--- src/rtl/error_fetch_sequencer.sv ---
// rtl/error_fetch_sequencer.sv - Per-sample y/z issue and delta drain sequencer for one backprop error pass.
module error_fetch_sequencer #(
    parameter int NEURON_NUM          = 5,
    parameter int NEURON_OUTPUT_WIDTH = 10,
    parameter int ACTIVATION_WIDTH    = 9,
    parameter int DELTA_CELL_WIDTH    = 10,
    parameter int ADDR_WIDTH          = 8,
    parameter int SAMPLE_COUNT        = 200
) (
    input  logic                                       clk,
    input  logic                                       rst,
    input  logic                                       start,
    output logic                                       busy,
    output logic                                       done,
    output logic [ADDR_WIDTH-1:0]                      sample_addr,
    input  logic [NEURON_NUM*ACTIVATION_WIDTH-1:0]     sample_data,
    input  logic [NEURON_NUM*NEURON_OUTPUT_WIDTH-1:0]  z_in,
    input  logic                                       z_in_valid,
    output logic                                       z_in_ready,
    output logic [NEURON_NUM*ACTIVATION_WIDTH-1:0]     y,
    output logic                                       y_valid,
    input  logic                                       y_ready,
    output logic [NEURON_NUM*NEURON_OUTPUT_WIDTH-1:0]  z,
    output logic                                       z_valid,
    input  logic                                       z_ready,
    input  logic [NEURON_NUM*DELTA_CELL_WIDTH-1:0]     delta_in,
    input  logic                                       delta_in_valid,
    output logic                                       delta_in_ready,
    output logic [NEURON_NUM*DELTA_CELL_WIDTH-1:0]     delta_out,
    output logic                                       delta_out_valid,
    input  logic                                       delta_out_ready,
    input  logic                                       datapath_error,
    output logic                                       error,
    output logic [ADDR_WIDTH:0]                        error_count,
    output logic [ADDR_WIDTH:0]                        sample_index
);

    typedef enum logic [2:0] {
        S_IDLE, S_READ, S_LATCH, S_ISSUE, S_DRAIN, S_DONE
    } state_t;

    localparam logic [ADDR_WIDTH:0] LP_LAST = (ADDR_WIDTH+1)'(SAMPLE_COUNT - 1);

    state_t                                r_state;
    state_t                                w_next;
    logic [NEURON_NUM*ACTIVATION_WIDTH-1:0] r_y;
    logic                                  r_y_sent;
    logic                                  r_z_sent;
    logic                                  r_error;
    logic                                  r_mark;
    logic [ADDR_WIDTH:0]                   r_err_cnt;
    logic [ADDR_WIDTH:0]                   r_idx;
    logic [ADDR_WIDTH-1:0]                 r_addr;
    logic                                  w_y_hs;
    logic                                  w_z_hs;
    logic                                  w_d_hs;
    logic                                  w_last;

    assign w_y_hs = (r_state == S_ISSUE) && !r_y_sent && y_ready;
    assign w_z_hs = (r_state == S_ISSUE) && z_in_valid && !r_z_sent && z_ready;
    assign w_d_hs = (r_state == S_DRAIN) && delta_in_valid && delta_out_ready;
    assign w_last = (r_idx == LP_LAST);

    assign y            = r_y;
    assign z            = z_in;
    assign delta_out    = delta_in;
    assign sample_addr  = r_addr;
    assign sample_index = r_idx;
    assign error        = r_error;
    assign error_count  = r_err_cnt;

    always_comb begin
        w_next          = r_state;
        busy            = (r_state != S_IDLE);
        done            = 1'b0;
        y_valid         = 1'b0;
        z_valid         = 1'b0;
        z_in_ready      = 1'b0;
        delta_in_ready  = 1'b0;
        delta_out_valid = 1'b0;
        case (r_state)
            S_IDLE:  if (start) w_next = S_READ;
            S_READ:  w_next = S_LATCH;
            S_LATCH: w_next = S_ISSUE;
            S_ISSUE: begin
                y_valid    = !r_y_sent;
                z_valid    = z_in_valid && !r_z_sent;
                z_in_ready = z_ready && !r_z_sent;
                // Leave once both sides are done, counting handshakes landing this cycle.
                if ((r_y_sent || w_y_hs) && (r_z_sent || w_z_hs)) w_next = S_DRAIN;
            end
            S_DRAIN: begin
                delta_in_ready  = delta_out_ready;
                delta_out_valid = delta_in_valid;
                if (w_d_hs) w_next = w_last ? S_DONE : S_READ;
            end
            S_DONE: begin
                done   = 1'b1;
                w_next = S_IDLE;
            end
            default: w_next = S_IDLE;
        endcase
    end

    always_ff @(posedge clk) begin
        if (rst) begin
            r_state   <= S_IDLE;
            r_y       <= '0;
            r_y_sent  <= 1'b0;
            r_z_sent  <= 1'b0;
            r_error   <= 1'b0;
            r_mark    <= 1'b0;
            r_err_cnt <= '0;
            r_idx     <= '0;
            r_addr    <= '0;
        end else begin
            r_state <= w_next;
            if ((r_state == S_ISSUE || r_state == S_DRAIN) && datapath_error) begin
                r_error <= 1'b1;
                r_mark  <= 1'b1;
            end
            case (r_state)
                S_IDLE: if (start) begin
                    r_error   <= 1'b0;
                    r_err_cnt <= '0;
                    r_idx     <= '0;
                    r_addr    <= '0;
                end
                S_LATCH: begin
                    r_y      <= sample_data;
                    r_y_sent <= 1'b0;
                    r_z_sent <= 1'b0;
                    r_mark   <= 1'b0;
                end
                S_ISSUE: begin
                    if (w_y_hs) r_y_sent <= 1'b1;
                    if (w_z_hs) r_z_sent <= 1'b1;
                end
                S_DRAIN: if (w_d_hs) begin
                    r_idx  <= r_idx + 1'b1;
                    r_mark <= 1'b0;
                    if (!w_last) r_addr <= r_addr + 1'b1;
                    // An overflow on the handshake cycle itself still belongs to this sample.
                    if ((r_mark || datapath_error) && (r_err_cnt != '1))
                        r_err_cnt <= r_err_cnt + 1'b1;
                end
                default: ;
            endcase
        end
    end

endmodule

--- config.mk ---
export PLATFORM = sky130hd
export DESIGN_NAME = error_fetch_sequencer
export DESIGN_NICKNAME = d
export VERILOG_FILES = /design/src/rtl/error_fetch_sequencer.sv
export SDC_FILE = /design/constraint.sdc
export NUM_CORES = 1
export LEC_CHECK = 0
export ABC_AREA = 1
export BUFFER_PORTS_ARGS = -buffer_cell sky130_fd_sc_hd__buf_2
export CORE_AREA = 2 2 128 130
export CTS_CLUSTER_SIZE = 40
export DETAILED_ROUTE_END_ITERATION = 6
export DIE_AREA = 0 0 130 132
export PLACE_DENSITY_LB_ADDON = 0.12
export SLEW_MARGIN = 5
export SYNTH_ARGS = -nofsm -noshare
export SYNTH_HDL_FRONTEND = slang
export SYNTH_SLANG_ARGS = --single-unit
--- constraint.sdc ---
create_clock -name clk -period 2.4 [get_ports clk]
set_input_delay 0.48 -clock clk [delete_from_list [all_inputs] [get_ports clk]]
set_output_delay 0.48 -clock clk [all_outputs]
set_load 0.05 [all_outputs]
==> impl_metrics.toml, run 1 <==
[min_path]
hp-class = "in2reg"

[yosys]
synthArstFlopShare_pct = 0
avgSynthCellArea_sq_um = 7.10
ys_seq_elements = 78
ys_warn_count = 0
synth_edf_count = 0
syn-num-nets = 757
synth_cell_types = 28
synth_compound_area_share_pct = 10.8
netlist_instances = 599
synth-simple-area-share_pct = 26.7
synth_top_family_by_area = "simple AND/OR/NAND/NOR gates"
ys_seq_area_share_pct = 36.7
ys.flop_type = "dfxtp_1"
synth_area_sq_um = 4250
muxShareOfSynthArea_pct = 0
synth_fa_ha_area_share_pct = 1.18
synthXorXnorAreaFrac_pct = 1.24

[timing]
setup_viol = 0
whs_ps = 361
finalHoldViolations = 0
max_slew_margin_pct = 69.3
rsz0062_at_grt = "false"
finalSetupTns_ps = 0
fin_crit_ps = 2140
skew_ps = 3.72
max_freq_ghz = 0.467
maxSlewViolCount = 0
post-route-period-util_pct = 89.2
tightest_slew_ps = 460

[cts]
cts.clk_slew.worst_paths_ps = 60
cts_resized = 0
clock_path_buffers = 2
cts-hold-fix-buffers = 0
postCtsSetupBuffers = 0
cts_tree = "done"
htreeDepth = 3
cts_num_sinks = 78
root_buffer = "clkbuf_16"
clk_latency_ps = 340
cts_made_buffers = 9

[floorplan]
die-area_sq_um = 17200
die_y_um = 132
core_area_sq_um = 15700
die_w_um = 130
pin_count = 333
rows = 46
initial_core_util_pct = 27.1

[worst_setup_path]
startpoint = "r_state[0]"
crit_end = "delta_out_valid"
path_cells = "nor2_4, nand2_4, nor2_1, buf_2"
rr_worst_depth = 14
end_kind = "output port"
r2r_setup_slack_ps = 390
path_class = "reg2out"
rr_endpoint = "error_count[8]"
reg2reg_from = "error_count[0]"
cp_max_fo = 22
path_delay_family = "simple AND/OR/NAND/NOR gates"
start_kind = "flip-flop"
cp_num_cells = 4
critPathRequiredTime_ps = 1920
critical_path.slowest_cell = "dfxtp_1"
path_buf_inv = 1
cp_data_arrival_time_ps = 1660
max_stage_delay_ps = 380

[finish]
nets = 785
area_growth_pct = 10.3
diodes = 0
layout-drive-gt1-share_pct = 26.9

[place]
place_congestion = 0.738
port_buffers = 132
dp_hpwl_um = 7820

[drt]
routed_wl_um = 11000
drt_iter0_drc = 143
antenna_left = 0
wl_per_cell_um = 12.9
vias = 3596
firstDrtPassIters = 4
avgViaCountPerCell = 4.24
drc = 0

[power]
power_density_nw_per_um2 = 1370
p_leak_nw = 2.27
ir_drop_mv = 0.527

[global_routing]
grt_first_pass_wirelength_um = 17600
grt.overflow.total = 0
grt_pass1_vias = 3421
antenna_found_initial = 0
grt_max_degree = 46
grtUsageTotal_pct = 13.0

[run_status]
status = "complete, no violations"

[run]
drv_cap = 0
==> cell usage in the layout (no fill, tap or decap), types with 2 or more instances in the layout <==
cell and count:
nor2_1 151, nand3_1 20, nor3_1 4, buf_4 5
xor2_1 5, nand2_4 5, o21ai_0 57, clkbuf_8 3
nand2_1 83, buf_2 132, dfxtp_1 78, nand4_1 2
a21oi_1 23, clkbuf_16 9, o21bai_1 3, nor2_4 4
clkinv_2 2, bufinv_16 2, inv_1 28, inv_2 4
ha_1 4
==> registers in the layout, summed over array words and instances, names as in the netlist <==
signal        flops
r_state           3
sample_addr       8
error             1
error_count       9
sample_index      9
r_z_sent          1
r_mark            1
y                45
r_y_sent          1
==> routing by layer <==
layer	wire [um]	vias to the layer above	GRT usage [%]
met5	0	-	0
met1	4890	1590	15.6
met2	4840	126	19.8
li1	-	1844	-
met4	342	0	7.05
met3	889	36	5.03
==> logic make-up (layout without fill, tap and decap cells) <==
| group | Yosys count | count (layout) |
|---|---|---|
| fa+ha+maj | 4 | 4 |
| compound gates | 87 | 87 |
| buf+inv | 153 | 186 |
| flops | 78 | 78 |
| xor+xnor | 6 | 6 |
| simple gates | 271 | 271 |
==> worst min path at each step <==
stage | from | to | depth (start not counted)
after floorplan | r_y_sent | r_y_sent | 2
after global placement | error | error | 2
after detailed placement | error | error | 2
after CTS | sample_data[43] | y[43] | 3
after global routing | sample_data[15] | y[15] | 3
final | sample_data[43] | y[43] | 3
==> worst min-delay path, delay by kind of cell <==
| family | cells | cell delay, ps |
|---|---|---|
| AND/OR/NAND/NOR | 2 | 110 |
| buffers and inverters | 1 | 70 |
==> synthesized netlist by cell type, types with 2 or more instances <==
cell,number,area (sq um)
a21oi_1,23,115
o21bai_1,3,22.5
clkbuf_1,12,45.0
nor2_1,151,567
dfxtp_1,78,1560
buf_2,2,10.0
o21ai_0,57,285
nand3_1,20,100
nand4_1,2,12.5
inv_1,28,105
inv_2,4,15.0
nor3_1,4,20.0
nand2_1,83,312
ha_1,4,50.1
nand2_4,5,56.3
xor2_1,5,43.8
nor2_4,4,45.0
buf_4,100,751
buf_6,5,56.3
==> final cells by class <==
type                    count  area [sq um]
inverters                  33           125
well taps                 216           270
clock buffers              13           270
fillers                  1712         11000
multi-input cells         368          1700
clock inverters             3          65.1
flip-flops and latches     78          1560
repair buffers            137           698
==> through the flow <==
step	worst slack, ps	std cells	utilization (%)	total power [mW]	instance area [sq um]
floorplan	179	599	-	4.75	4250
global placement	431	832	27.7	4.96	4350
detailed placement	376	832	27.7	4.98	4350
CTS	221	848	29.8	6.57	4690
global route	143	848	29.8	6.88	4690
finish	260	848	29.8	6.44	4690
==> report_power, final <==
part	leakage (nW)	internal (mW)	switching [mW]	total [mW]
combinational	1.47	0.655	2.37	3.03
clock	0.166	0.995	0.544	1.54
sequential	0.636	1.65	0.221	1.87
total	2.27	3.30	3.14	6.44
Note: power is estimated with default switching activity, not from simulation.
==> run 2, diff against run 1 <==
- PLACE_DENSITY_LB_ADDON: 0.12 -> default
==> impl_metrics.toml, run 2 (synthesis results as in run 1) <==
[timing]
setup_viol = 0
finalHoldViolations = 0
max_freq_ghz = 0.465
max_slew_margin_pct = 44.5
post-route-period-util_pct = 89.6
skew_ps = 5.39
tightest_slew_ps = 833
rsz0062_at_grt = "false"
fin_crit_ps = 2150
finalSetupTns_ps = 0
maxSlewViolCount = 0

[global_routing]
grtUsageTotal_pct = 12.9
met2_usage_pct = 19.0
antenna_found_initial = 0
grt.overflow.total = 0
grt_max_degree = 49
grt_pass1_vias = 3417
met3_usage_pct = 5.19
grt_busiest_layer = "met2"
gr-usage-met1_pct = 15.3
grt_first_pass_wirelength_um = 17500

[cts]
cts_made_buffers = 9
htreeDepth = 3
clk_latency_ps = 340
clock_path_buffers = 2
cts-hold-fix-buffers = 0
cts_tree = "done"
root_buffer = "clkbuf_16"
cts_resized = 0
cts.clk_slew.worst_paths_ps = 60
postCtsSetupBuffers = 0
cts_num_sinks = 78

[min_path]
hp-start = "sample_data[10]"
hp-class = "in2reg"

[worst_setup_path]
cp_data_arrival_time_ps = 1670
critPathRequiredTime_ps = 1920
path_class = "reg2out"
cp_max_fo = 7
end_kind = "output port"
reg2reg_from = "error_count[0]"
startpoint = "r_state[2]"
start_kind = "flip-flop"

[drt]
vias = 3638
antenna_left = 0
drc = 0
firstDrtPassIters = 4
drt_iter0_drc = 78
routed_wl_um = 11200
avgViaCountPerCell = 4.29
wl_per_cell_um = 13.2

[finish]
fin_cells = 848
layout_common_cells = "nor2_1, buf_2, nand2_1"
largest_register_ffs = 45
diodes = 0
area_growth_pct = 9.77
fillers = 1750
layout-drive-gt1-share_pct = 26.7
layout_commonest_cell = "nor2_1"
nets = 785

[floorplan]
pin_count = 333
initial_core_util_pct = 27.1
core_area_sq_um = 15700
die-area_sq_um = 17200
rows = 46
die_y_um = 132
die_w_um = 130

[place]
placedCellCount = 832
dp_hpwl_um = 8180
place_congestion = 0.759
port_buffers = 132

[power]
power_density_nw_per_um2 = 1360
swShare_pct = 49.4
seq_power_share_pct = 29.5
p_leak_nw = 2.26
internal_power_mw = 3.20
power_switching_mw = 3.13
ir_drop_mv = 0.634
pwr-share-clk_pct = 22.7
combPwrFrac_pct = 47.8

[run]
drv_cap = 0

[run_status]
status = "complete, no violations"
[run 2: routing by layer]
metal  vias up  wire [um]
met5         -          0
met4         0        617
met3        57       1050
met2       161       4730
met1      1587       4810
li1       1833          -
[run 2: final timing paths]
check	end	slack (ps)	cells past startpoint
hold reg to reg	r_y_sent	480	2
hold / removal	y[10]	360	3
setup reg to reg	error_count[1]	400	14
setup / recovery	y_valid	250	4
[run 2: power by group through the flow]
stage / clock, mW / sequential [mW] / combinational [mW]
after global placement: 0 / 1.89 / 3.06
after global routing: 1.54 / 1.92 / 3.29
final: 1.44 / 1.87 / 3.03
after floorplan: 0 / 2.98 / 1.77
after detailed placement: 0 / 1.88 / 3.07
after CTS: 1.49 / 1.87 / 3.07
[run 2: per-stage QoR]
| stage | util (%) | cell area, sq um | setup slack (ps) | power [mW] | hold slack, ps |
|---|---|---|---|---|---|
| floorplan | - | 4250 | 179 | 4.75 | 451 |
| global placement | 27.7 | 4350 | 443 | 4.95 | 462 |
| detailed placement | 27.7 | 4350 | 434 | 4.95 | 464 |
| CTS | 29.7 | 4670 | 256 | 6.43 | 349 |
| global route | 29.7 | 4670 | 169 | 6.75 | 358 |
| finish | 29.7 | 4670 | 250 | 6.33 | 361 |
[run 2: critical path: stages, from the launching register on]
cell and delay (ps):
dfxtp_1 410, inv_2 150, nand3_1 190, nor2_1 260, buf_2 320
[run 2: layout make-up]
| type | count | area, sq um | share of cell area, % |
|---|---|---|---|
| tap | 216 | 270 | 5.79 |
| inverter | 33 | 125 | 2.68 |
| clock buffer | 14 | 274 | 5.87 |
| clock inverter | 2 | 38.8 | 0.831 |
| sequential | 78 | 1560 | 33.5 |
| multi-input combinational | 368 | 1700 | 36.4 |
| timing repair buffer | 137 | 698 | 15.0 |
==> run 3, diff against run 2 <==
- PLACE_DENSITY: default -> 0.64
- SLEW_MARGIN: 5 -> default
==> impl_metrics.toml, run 3 (synthesis results as in run 1) <==
[floorplan]
die_y_um = 132
rows = 46
die-area_sq_um = 17200
initial_core_util_pct = 27.1
die_w_um = 130
pin_count = 333
core_area_sq_um = 15700

[finish]
fin_cells = 848
diodes = 0
fillers = 1728
nets = 785
layout_common_cells = "nor2_1, buf_2, nand2_1"
area_growth_pct = 9.24
largest_register_ffs = 45
layout-drive-gt1-share_pct = 26.7
layout_commonest_cell = "nor2_1"

[timing]
max_freq_ghz = 0.464
fin_ws_ps = 245
finalSetupTns_ps = 0
skew_ps = 10.3
max_slew_margin_pct = 42.9
tightest_slew_ps = 855
finalHoldViolations = 0
maxSlewViolCount = 0
setup_viol = 0
fin_crit_ps = 2160
post-route-period-util_pct = 89.8
rsz0062_at_grt = "false"

[worst_setup_path]
path_buf_inv = 1
path_delay_family = "simple AND/OR/NAND/NOR gates"
path_class = "reg2out"
start_kind = "flip-flop"
max_stage_delay_ps = 360
cp_num_cells = 4
end_kind = "output port"
cp_max_fo = 22
critical_path.slowest_cell = "dfxtp_1"
cp_data_arrival_time_ps = 1680
critPathRequiredTime_ps = 1920
path_cells = "nor2_4, nand2_4, nor2_1, buf_2"
rr_worst_depth = 14

[global_routing]
antenna_found_initial = 0
grtUsageTotal_pct = 12.8
grt_pass1_vias = 3336
grt.overflow.total = 0
grt_max_degree = 49
grt_first_pass_wirelength_um = 17300

[power]
p_leak_nw = 2.25
power_density_nw_per_um2 = 1350
ir_drop_mv = 0.663
total_power_mw = 6.26

[place]
place_congestion = 0.784
port_buffers = 132
dp_hpwl_um = 8060
placedCellCount = 832
place_ws_ps = 428

[cts]
cts_made_buffers = 9
cts_resized = 0
clk_latency_ps = 340
cts_num_sinks = 78
clock_path_buffers = 2
htreeDepth = 3
root_buffer = "clkbuf_16"
cts-hold-fix-buffers = 0
cts_tree = "done"
cts.clk_slew.worst_paths_ps = 60
postCtsSetupBuffers = 0

[drt]
antenna_left = 0
routed_wl_um = 11000
wl_per_cell_um = 13.0
avgViaCountPerCell = 4.35
drt_iter0_drc = 132
firstDrtPassIters = 5
vias = 3686
drc = 0

[min_path]
hp-class = "in2reg"
min_delay_path_depth = 3

[run]
drv_cap = 0

[run_status]
status = "complete, no violations"
## run 3: cell count changes in the layout (fill, tap and decap cells not counted), sizes merged
cell    previous run  this run
clkinv             2         4
inv               32        33
clkbuf            14        11
## run 3: path summary, 6_finish.rpt
check	from	to	slack [ps]
setup / recovery	r_state[1]	delta_out_valid	240
hold / removal	sample_data[4]	y[4]	360
setup reg to reg	error_count[0]	error_count[1]	420
hold reg to reg	error	error	480
## run 3: worst register-to-register path, cell delays in order, from the launching register on
cell and delay, ps:
dfxtp_1 350, ha_1 220, nand2_1 70, inv_1 50, nand2_1 70, nor2_1 50, nand2_1 70, nor2_1 40
ha_1 160, o21ai_0 200, nand2_1 120, nor2_4 260, nand2_1 70, o21ai_0 80, nor2_1 50
## run 3: per-stage QoR
step | hold slack, ps | instance area [sq um] | util, %
floorplan | 451 | 4250 | -
global placement | 453 | 4350 | 27.7
detailed placement | 466 | 4350 | 27.7
CTS | 345 | 4640 | 29.6
global route | 342 | 4640 | 29.6
finish | 360 | 4640 | 29.6
## run 3: per-layer routing
layer / GRT usage [%] / up-vias / wire (um) / share of wire, %
met3: 5.15 / 55 / 967 / 8.8
met1: 14.9 / 1630 / 4660 / 42
met4: 8.96 / 0 / 562 / 5.1
met2: 19.1 / 161 / 4850 / 44
li1: - / 1840 / - / -
met5: 0 / - / 0 / 0
## run 3: final cells by class
cell class	instances	area [sq um]	area share, %
well taps	216	270	5.82
clock buffers	11	233	5.01
multi-input cells	368	1700	36.6
repair buffers	137	698	15.0
inverters	33	125	2.69
flip-flops and latches	78	1560	33.6
clock inverters	5	57.6	1.24
## run 3: where the power goes
group,leakage (nW),switching [mW],internal (mW)
logic,1.47,2.36,0.651
clock network,0.144,0.562,0.809
registers,0.636,0.220,1.65
